**src/rtl/color_bbox_pkg.sv**
```systemverilog
// Shared OV7670 constants: image geometry, 4:4:4 field positions,
// bounding-box FSM states and midpoint helpers.
package color_bbox_pkg;

    localparam int C_IMG_COLS = 320;
    localparam int C_IMG_ROWS = 240;

    localparam int C_R_HI = 11;
    localparam int C_R_LO = 8;
    localparam int C_G_HI = 7;
    localparam int C_G_LO = 4;
    localparam int C_B_HI = 3;
    localparam int C_B_LO = 0;

    typedef enum logic {
        ST_IDLE,
        ST_ACC
    } state_t;

    // Sum carried one bit wider so the midpoint never wraps.
    function automatic logic [8:0] mid9(input logic [8:0] a,
                                        input logic [8:0] b);
        logic [9:0] s;
        s = {1'b0, a} + {1'b0, b};
        return s[9:1];
    endfunction

    function automatic logic [7:0] mid8(input logic [7:0] a,
                                        input logic [7:0] b);
        logic [8:0] s;
        s = {1'b0, a} + {1'b0, b};
        return s[8:1];
    endfunction

endpackage

```
**src/rtl/color_bbox_match.sv**
```systemverilog
// Pixel colour classifier: selected channels must reach the
// threshold, unselected channels must stay below it.
module color_match
    import color_bbox_pkg::*;
#(
    parameter int c_nb_buf = 12,
    parameter int c_thr    = 8
) (
    input  logic [c_nb_buf-1:0] pxl_i,
    input  logic [2:0]          sel_i,
    output logic                match_o
);

    localparam logic [4:0] THR = 5'(c_thr);

    logic [3:0] r, g, b;
    logic       r_ok, g_ok, b_ok;

    assign r = pxl_i[C_R_HI:C_R_LO];
    assign g = pxl_i[C_G_HI:C_G_LO];
    assign b = pxl_i[C_B_HI:C_B_LO];

    assign r_ok = sel_i[2] ? ({1'b0, r} >= THR) : ({1'b0, r} < THR);
    assign g_ok = sel_i[1] ? ({1'b0, g} >= THR) : ({1'b0, g} < THR);
    assign b_ok = sel_i[0] ? ({1'b0, b} >= THR) : ({1'b0, b} < THR);

    assign match_o = (sel_i != 3'b000) && r_ok && g_ok && b_ok;

endmodule

```
**src/rtl/color_bbox.sv**
```systemverilog
// Snoops the processed-pixel write stream and reports the bounding
// box, centroid and count of colour-matching pixels per frame.
module color_bbox
    import color_bbox_pkg::*;
#(
    parameter int c_img_cols    = C_IMG_COLS,
    parameter int c_img_rows    = C_IMG_ROWS,
    parameter int c_nb_img_pxls = 17,
    parameter int c_nb_buf      = 12,
    parameter int c_thr         = 8,
    parameter int c_min_pxls    = 16
) (
    input  logic                     clk,
    input  logic                     rst_n,
    input  logic                     proc_we,
    input  logic [c_nb_img_pxls-1:0] proc_addr,
    input  logic [c_nb_buf-1:0]      proc_pxl,
    input  logic [2:0]               sel,
    output logic                     valid,
    output logic                     frame_err,
    output logic                     found,
    output logic [8:0]               xmin,
    output logic [8:0]               xmax,
    output logic [7:0]               ymin,
    output logic [7:0]               ymax,
    output logic [8:0]               cx,
    output logic [7:0]               cy,
    output logic [c_nb_img_pxls-1:0] count
);

    localparam int NA = c_nb_img_pxls;
    localparam logic [NA-1:0] LAST = NA'(c_img_cols * c_img_rows - 1);
    localparam logic [NA-1:0] MIN_CNT = NA'(c_min_pxls);
    localparam logic [8:0] COL_END = 9'(c_img_cols - 1);

    state_t state_q, state_d;
    logic [NA-1:0] exp_q, exp_d, cnt_q, cnt_d;
    logic [8:0] col_q, col_d, xmin_q, xmin_d, xmax_q, xmax_d;
    logic [7:0] row_q, row_d, ymin_q, ymin_d, ymax_q, ymax_d;
    logic [2:0] sel_q, sel_d;

    logic valid_q, valid_d, err_q, err_d, found_q, found_d;
    logic [NA-1:0] rcnt_q, rcnt_d;
    logic [8:0] rxmin_q, rxmin_d, rxmax_q, rxmax_d, rcx_q, rcx_d;
    logic [7:0] rymin_q, rymin_d, rymax_q, rymax_d, rcy_q, rcy_d;

    logic start, hit, bad, match;
    logic [2:0] msel;
    logic [8:0] pcol, bxmin, bxmax, nxmin, nxmax;
    logic [7:0] prow, bymin, bymax, nymin, nymax;
    logic [NA-1:0] bcnt, ncnt;

    assign start = proc_we && (proc_addr == '0);
    assign hit = proc_we && (state_q == ST_ACC) && !start
              && (proc_addr == exp_q);
    assign bad = proc_we && (state_q == ST_ACC) && !start
              && (proc_addr != exp_q);
    assign msel = start ? sel : sel_q;

    color_match #(
        .c_nb_buf(c_nb_buf),
        .c_thr   (c_thr)
    ) u_match (
        .pxl_i  (proc_pxl),
        .sel_i  (msel),
        .match_o(match)
    );

    // A frame start sees empty accumulators, so pixel 0 folds in now.
    always_comb begin
        pcol  = start ? '0 : col_q;
        prow  = start ? '0 : row_q;
        bcnt  = start ? '0 : cnt_q;
        bxmin = start ? '0 : xmin_q;
        bxmax = start ? '0 : xmax_q;
        bymin = start ? '0 : ymin_q;
        bymax = start ? '0 : ymax_q;
        ncnt  = bcnt;
        nxmin = bxmin;
        nxmax = bxmax;
        nymin = bymin;
        nymax = bymax;
        if (match) begin
            ncnt = bcnt + NA'(1);
            if (bcnt == '0) begin
                nxmin = pcol;
                nxmax = pcol;
                nymin = prow;
                nymax = prow;
            end else begin
                if (pcol < bxmin) nxmin = pcol;
                if (pcol > bxmax) nxmax = pcol;
                if (prow < bymin) nymin = prow;
                if (prow > bymax) nymax = prow;
            end
        end
    end

    always_comb begin
        state_d = state_q;
        exp_d   = exp_q;
        cnt_d   = cnt_q;
        col_d   = col_q;
        row_d   = row_q;
        xmin_d  = xmin_q;
        xmax_d  = xmax_q;
        ymin_d  = ymin_q;
        ymax_d  = ymax_q;
        sel_d   = sel_q;
        valid_d = 1'b0;
        err_d   = 1'b0;
        found_d = found_q;
        rcnt_d  = rcnt_q;
        rxmin_d = rxmin_q;
        rxmax_d = rxmax_q;
        rymin_d = rymin_q;
        rymax_d = rymax_q;
        rcx_d   = rcx_q;
        rcy_d   = rcy_q;
        if (start || hit) begin
            cnt_d  = ncnt;
            xmin_d = nxmin;
            xmax_d = nxmax;
            ymin_d = nymin;
            ymax_d = nymax;
            if (pcol == COL_END) begin
                col_d = '0;
                row_d = prow + 8'd1;
            end else begin
                col_d = pcol + 9'd1;
                row_d = prow;
            end
        end
        unique case (1'b1)
            start: begin
                state_d = ST_ACC;
                err_d   = (state_q == ST_ACC);
                sel_d   = sel;
                exp_d   = NA'(1);
            end
            hit: begin
                exp_d = exp_q + NA'(1);
                if (proc_addr == LAST) begin
                    state_d = ST_IDLE;
                    valid_d = 1'b1;
                    found_d = (ncnt >= MIN_CNT);
                    rcnt_d  = ncnt;
                    rxmin_d = nxmin;
                    rxmax_d = nxmax;
                    rymin_d = nymin;
                    rymax_d = nymax;
                    rcx_d   = mid9(nxmin, nxmax);
                    rcy_d   = mid8(nymin, nymax);
                end
            end
            bad: begin
                state_d = ST_IDLE;
                err_d   = 1'b1;
                exp_d   = '0;
                cnt_d   = '0;
                col_d   = '0;
                row_d   = '0;
                xmin_d  = '0;
                xmax_d  = '0;
                ymin_d  = '0;
                ymax_d  = '0;
            end
            default: ;
        endcase
    end

    always_ff @(posedge clk or negedge rst_n) begin
        if (!rst_n) begin
            state_q <= ST_IDLE;
            exp_q   <= '0;
            cnt_q   <= '0;
            col_q   <= '0;
            row_q   <= '0;
            xmin_q  <= '0;
            xmax_q  <= '0;
            ymin_q  <= '0;
            ymax_q  <= '0;
            sel_q   <= '0;
            valid_q <= 1'b0;
            err_q   <= 1'b0;
            found_q <= 1'b0;
            rcnt_q  <= '0;
            rxmin_q <= '0;
            rxmax_q <= '0;
            rymin_q <= '0;
            rymax_q <= '0;
            rcx_q   <= '0;
            rcy_q   <= '0;
        end else begin
            state_q <= state_d;
            exp_q   <= exp_d;
            cnt_q   <= cnt_d;
            col_q   <= col_d;
            row_q   <= row_d;
            xmin_q  <= xmin_d;
            xmax_q  <= xmax_d;
            ymin_q  <= ymin_d;
            ymax_q  <= ymax_d;
            sel_q   <= sel_d;
            valid_q <= valid_d;
            err_q   <= err_d;
            found_q <= found_d;
            rcnt_q  <= rcnt_d;
            rxmin_q <= rxmin_d;
            rxmax_q <= rxmax_d;
            rymin_q <= rymin_d;
            rymax_q <= rymax_d;
            rcx_q   <= rcx_d;
            rcy_q   <= rcy_d;
        end
    end

    assign valid     = valid_q;
    assign frame_err = err_q;
    assign found     = found_q;
    assign count     = rcnt_q;
    assign xmin      = rxmin_q;
    assign xmax      = rxmax_q;
    assign ymin      = rymin_q;
    assign ymax      = rymax_q;
    assign cx        = rcx_q;
    assign cy        = rcy_q;

endmodule

```
**config.mk**
```make
export PLATFORM = sky130hd
export DESIGN_NAME = color_bbox
export DESIGN_NICKNAME = d
export VERILOG_FILES = /design/src/rtl/color_bbox_pkg.sv /design/src/rtl/color_bbox_match.sv /design/src/rtl/color_bbox.sv
export SDC_FILE = /design/constraint.sdc
export NUM_CORES = 1
export LEC_CHECK = 0
export CAP_MARGIN = 20
export CORE_AREA = 10 10 188 190
export CTS_CLUSTER_SIZE = 10
export DETAILED_ROUTE_END_ITERATION = 8
export DIE_AREA = 0 0 198 200
export DONT_BUFFER_PORTS = 1
export GPL_TIMING_DRIVEN = 0
export PLACE_DENSITY = 0.54
export SYNTH_ARGS = -nofsm -noshare
export SYNTH_HDL_FRONTEND = slang
export SYNTH_HIERARCHICAL = 1
export SYNTH_SLANG_ARGS = --single-unit
```
**constraint.sdc**
```tcl
create_clock -name clk -period 3.61 [get_ports clk]
set_input_delay 0.722 -clock clk [delete_from_list [all_inputs] [get_ports clk]]
set_output_delay 0.722 -clock clk [all_outputs]
set_load 0.02 [all_outputs]
```
==> results of run 1 <==
[logic make-up (layout without fill, tap and decap cells)]
group           after synthesis  in the layout  synth area share, %
simple gates                472            472                 22.7
compound gates              255            255                 17.1
flops                       160            160                 42.7
buf+inv                      92            238                 3.71
xor+xnor                     61             61                 5.70
fa+ha+maj                    53             53                 7.24
mux                           7              7                0.775
[registers in the layout, summed over array words and instances, names as in the netlist, 9 cells and up]
name / flops
xmin: 9
count: 17
exp_q: 17
cnt_q: 17
col_q: 9
xmax: 9
xmin_q: 9
xmax_q: 9
cx: 9
[per-stage QoR]
stage	utilization, %	TNS, ns	hold slack, ns	instances	worst slack (ns)
floorplan	-	-32.21	0.426	1100	-1.56
global placement	33.3	-147.36	0.440	1502	-2.61
detailed placement	33.3	-145.33	0.439	1502	-2.60
CTS	39.3	-33.99	-0.0296	1615	-1.38
global route	41.6	-57.92	0.153	1648	-1.59
finish	41.6	-45.69	0.147	1648	-1.44
[where the power goes]
group / switching (W) / internal (W)
combinational: 0.0000739 / 0.0000492
sequential: 0.0000000222 / 0.00179
clock: 0.000859 / 0.000969
[final timing paths]
path	to	depth (start not counted)	startpoint	slack (ns)
hold reg to reg	xmax_q[2]$_DFFE_PN0P_	2	xmax_q[2]$_DFFE_PN0P_	0.49
hold / removal	cnt_q[0]$_DFFE_PN0P_	1	rst_n	0.15
min in group clk	sel_q[2]$_DFF_PN0_	2	sel[2]	0.47
setup / recovery	cx[7]$_DFFE_PN0P_	28	proc_addr[8]	-1.44
max in group asynchronous	cx[4]$_DFFE_PN0P_	1	rst_n	2.88
setup reg to reg	cx[7]$_DFFE_PN0P_	20	col_q[1]$_DFFE_PN0P_	-0.48
[synthesized netlist by cell type (12+ instances only)]
| master | instances |
|---|---|
| a21oi_1 | 51 |
| xor2_1 | 32 |
| xnor2_1 | 29 |
| nand2_1 | 169 |
| o21ai_0 | 106 |
| nand3_1 | 45 |
| nor3_1 | 12 |
| dfrtp_1 | 160 |
| inv_1 | 38 |
| clkbuf_1 | 49 |
| and3_1 | 15 |
| nand4_1 | 18 |
| a22o_1 | 35 |
| a21o_1 | 16 |
| nor2_1 | 160 |
| ha_1 | 51 |
[worst reg2reg max path, delay by kind of cell, from the launching register on]
kind            cells  cell delay, ns
flops               1            0.42
fa+ha+maj           2            0.56
xor+xnor            1            0.17
buf+inv             2            0.32
simple gates        3            0.52
compound gates     12            1.97
[layer usage]
layer  GRT usage (%)  wire [um]  up-vias  share of wire, %
met1            21.6      15000     4374                43
met2            29.4      17000      230                49
li1                -          -     4091                 -
met4            5.38        970        0               2.8
met3            3.45       1740       52               5.0
met5               0          0        -                 0
[what timing repair did]
action                                 4_1_cts  5_1_grt
cloned                                       1        0
endpoints found under the hold margin      157      115
pin swaps                                   82       67
buffers inserted                            83       45
setup endpoints to repair                  120      116
resized for setup                          157      117
[area by class of cell]
type | instances | area (um^2) | share of cell area, %
multi-input combinational | 848 | 6250 | 47.9
sequential | 160 | 4000 | 30.7
timing repair buffer | 114 | 1130 | 8.65
tap | 402 | 503 | 3.86
buffer | 54 | 435 | 3.34
clock buffer | 17 | 425 | 3.26
inverter | 38 | 150 | 1.15
clock inverter | 15 | 146 | 1.12
==> reports/qor.txt, run 1 <==
Run status -> finished, violations left
Failing checks -> negative setup slack
Max Cap Viol -> 0
Slowest stage delay, CP -> 0.31 ns
CTS root buf -> clkbuf_16
Die area -> 39600 um^2
Via Count -> 8747
Final worst path period share -> 140%
Die W -> 198 um
Crit path max-delay family -> compound AO/OA/AOI/OAI gates
Post-synth EDFFs -> 0
Number of routed nets with antenna violations -> 0
Buffer and inverter count on the worst path -> 8
Most common cell after layout, fill and taps aside -> dfrtp_1
Endpoints failing setup -> 100
First-iteration detailed-routing DRC count -> 629
Dominant synthesized flop cell -> dfrtp_1
Most frequent cells in the layout -> dfrtp_1 (160), nand2_1 (141), nor2_1 (139), buf_4 (56), buf_6 (54)
Port buffer count -> 0
WS Path Type -> primary input to flop
Data arrival time of the worst path -> 5.34 ns
Static leakage power -> 6.06 nW
Clk buf depth -> 2
Mapped cell area -> 9370 um^2
Setup WS post-layout -> -1.44 ns
RSZ-0062 raised after global routing -> yes
Fin crit period -> 5.05 ns
Antenna violations before repair -> 0
Power Total -> 0.00374 W
Post-Syn Area per Cell -> 8.51 um^2
Area grow syn2layout -> 39.3%
Yosys reg bits -> 160
Slew HR -> 36.6%
Worst-path fanout max -> 5
Total congestion overflow -> 0
GP Congestion -> 0.882
Worst Tran Pin Value -> 0.952 ns
Final wirelength -> 34.7 mm
Yosys cell types -> 61
Clk sink count -> 160
Setup Skew -> 0.0117 ns
Cell Pwr Density -> 287 nW/um^2
Yosys top cell area share -> 42.7%
Fraction of layout cells with a size suffix above 1 -> 29.2%
Clk slew on worst S/H paths -> 0.07 ns
Num CTS Buffers -> 17
Antenna cells -> 0
First-pass GRT wire length -> 52.6 mm
Final-layout fill cell count -> 3015
Vias in the first global route -> 8773
Final Hold Fails -> 0
FFs w/ async S/R, synth -> 100%
1st-pass router iterations -> 7
CP max stage cell -> and4_4
Final max-slew violation count -> 0
Worst path required time -> 3.90 ns
Post-route cell area -> 13000 um^2
Clk_lat worst skew -> 0.44 ns
Critical Path End Type -> flop
Worst Setup Start Kind -> primary input
Sequential-to-total area share from yosys stat -> 42.7%
Post-Syn Instances -> 1100
Initial Utilization -> 29.8%
Post-DP HPWL -> 23.9 mm
Final net count -> 1321
Synth Net Count -> 1188
Max Freq -> 198 MHz
Crit-path most repeated cell -> clkbuf_16
Routed vias/inst -> 5.31
Die Ht -> 200 um
Placement-stage cell area -> 10400 um^2
Synth warn -> 6
Post-synth top area cell -> dfrtp_1
# IOs -> 106
Top post-synthesis cells by area -> dfrtp_1 (43%), ha_1 (6.8%), nand2_1 (6.8%)
Area of the core -> 31400 um^2
Pin count of the biggest net entering global routing -> 161
Peak VDD IR -> 0.000224 V
CTS tree -> yes
Min-delay worst type -> primary input to asynchronous set/reset pin
GRT Overall Usage -> 17.3%
Drt wl/cell -> 21.1 um
Core Rows -> 65
CTS H-Tree Depth -> 4
Drt drc -> 0
Note: power is estimated with default switching activity, not from simulation.
==> run 2, diff against run 1 <==
--- a/config.mk
+++ b/config.mk
@@ -7,6 +7,7 @@
 export LEC_CHECK = 0
 export CAP_MARGIN = 20
 export CORE_AREA = 10 10 188 190
+export CTS_BUF_LIST = sky130_fd_sc_hd__clkbuf_4
 export CTS_CLUSTER_SIZE = 10
 export DETAILED_ROUTE_END_ITERATION = 8
 export DIE_AREA = 0 0 198 200
==> run 2 against run 1 <==
The flow finishes with violations (negative hold slack, negative setup slack). Core utilization shrank 2.1 points. Global-route usage shrank 0.27 points. Maximum frequency grew 3.5%. Clock-buffer cell count is the same. Combinational power shrank 43%. First-iteration DRC count grew 1.4%. Sequential power is essentially flat. Worst hold slack lost 0.35 ns. Non-clock buffer count shrank 8. Clock power shrank 38%.
==> reports/qor.txt, run 2 (synthesis results as in run 1) <==
Worst R2R Path Depth -> 20
Die W -> 198 um
Area of the core -> 31400 um^2
Cell Pwr Density -> 241 nW/um^2
Hold_ws -> -0.201 ns
Final Hold Fails -> 160
Number of routed nets with antenna violations -> 0
Pin count of the biggest net entering global routing -> 161
Total congestion overflow -> 0
GP Congestion -> 0.882
CTS root buf -> clkbuf_4
Cells after DPL -> 1502
Non-Filler Instances -> 1642
Failing checks -> negative hold slack, negative setup slack
Drt wl/cell -> 20.7 um
Most frequent cells in the layout -> dfrtp_1 (160), nor2_1 (146), nand2_1 (141), buf_4 (78), o21ai_0 (49)
Slowest stage delay, CP -> 0.32 ns
Worst path required time -> 4.08 ns
Critical Path End Type -> flop
Final net count -> 1313
CTS tree -> yes
Slew HR -> 39.3%
Port buffer count -> 0
Power Total -> 0.00299 W
Clk_lat worst skew -> 0.60 ns
Die Ht -> 200 um
Endpoints failing setup -> 69
Final-layout fill cell count -> 3126
Die area -> 39600 um^2
Antenna violations before repair -> 1
Initial Utilization -> 29.8%
Area grow syn2layout -> 32.4%
Min-delay worst type -> primary input to asynchronous set/reset pin
RSZ-0062 raised after global routing -> yes
Vias in the first global route -> 8642
CTS H-Tree Depth -> 4
WS Path Type -> primary input to flop
Num CTS Buffers -> 17
Worst Tran Pin Value -> 0.911 ns
Routed vias/inst -> 5.27
Drt drc -> 0
Worst-path fanout max -> 6
Setup WS post-layout -> -1.27 ns
Via Count -> 8646
1st-pass router iterations -> 5
Clk buf depth -> 2
Max Cap Viol -> 0
Fraction of layout cells with a size suffix above 1 -> 27.0%
Clk slew on worst S/H paths -> 0.16 ns
First-iteration detailed-routing DRC count -> 638
Core Rows -> 65
Max Freq -> 205 MHz
Fin crit period -> 4.88 ns
Final wirelength -> 34.0 mm
Reg2reg setup slack -> -0.51 ns
Final max-slew violation count -> 0
GRT Overall Usage -> 17.0%
# IOs -> 106
Peak VDD IR -> 0.000126 V
Run status -> finished, violations left
Worst Setup Start Kind -> primary input
Post-DP HPWL -> 23.9 mm
Data arrival time of the worst path -> 5.35 ns
Final worst path period share -> 135%
First-pass GRT wire length -> 51.9 mm
CP max stage cell -> a211o_1
Static leakage power -> 5.82 nW
Most common cell after layout, fill and taps aside -> dfrtp_1
Crit-path most repeated cell -> clkbuf_16
Clk sink count -> 160
Setup Skew -> 0.0297 ns
[run 2: cell type report]
cell class | instances | area, um^2 | share of cell area, %
antenna | 2 | 5.00 | 0.0404
buffer | 54 | 442 | 3.56
clock buffer | 17 | 128 | 1.03
clock inverter | 15 | 146 | 1.18
inverter | 38 | 145 | 1.17
multi-input combinational | 848 | 6120 | 49.3
sequential | 160 | 4000 | 32.3
tap | 402 | 503 | 4.06
timing repair buffer | 106 | 912 | 7.35
[run 2: critical path, delay by kind of cell]
family,cells,cell delay [ns]
simple gates,6,1.07
xor+xnor,1,0.17
fa+ha+maj,2,0.36
buf+inv,8,1.09
compound gates,11,1.93
[run 2: path summary, 6_finish.rpt]
kind                                        from                    end
min reg2reg                xmax_q[2]$_DFFE_PN0P_  xmax_q[2]$_DFFE_PN0P_
min in group clk                          sel[1]     sel_q[1]$_DFF_PN0_
min                                        rst_n        valid$_DFF_PN0_
max in group asynchronous                  rst_n  xmax_q[6]$_DFFE_PN0P_
max reg2reg                 col_q[1]$_DFFE_PN0P_      cx[7]$_DFFE_PN0P_
max                                 proc_addr[8]      cx[7]$_DFFE_PN0P_
[run 2: routing by layer]
| layer | share of wire (%) | wire (um) | GRT usage (%) |
|---|---|---|---|
| met3 | 5.6 | 1910 | 3.50 |
| met2 | 49 | 16700 | 28.8 |
| met5 | 0 | 0 | 0 |
| met1 | 43 | 14500 | 21.3 |
| met4 | 2.6 | 874 | 5.41 |
[run 2: where the power goes]
group          internal (W)  switching [W]
clock              0.000359       0.000767
sequential          0.00179   0.0000000219
combinational     0.0000362      0.0000337
[run 2: stage by stage]
step	cell area, um^2	utilization [%]	hold slack, ns	setup TNS [ns]	setup WS, ns
2_1_floorplan	9940	-	0.426	-32.21	-1.56
3_3_place_gp	10400	33.3	0.440	-147.36	-2.61
3_5_place_dp	10400	33.3	0.439	-145.33	-2.60
4_1_cts	11800	37.6	-0.227	-15.69	-1.20
5_1_grt	12400	39.5	-0.245	-32.91	-1.40
6_report	12400	39.5	-0.201	-23.67	-1.27
[run 2: repair_timing]
item	4_1_cts	5_1_grt
endpoints found under the setup margin	118	97
endpoints found under the hold margin	160	160
buffers inserted	76	36
gates resized for setup	115	83
gates cloned	1	0
pin swaps	69	47
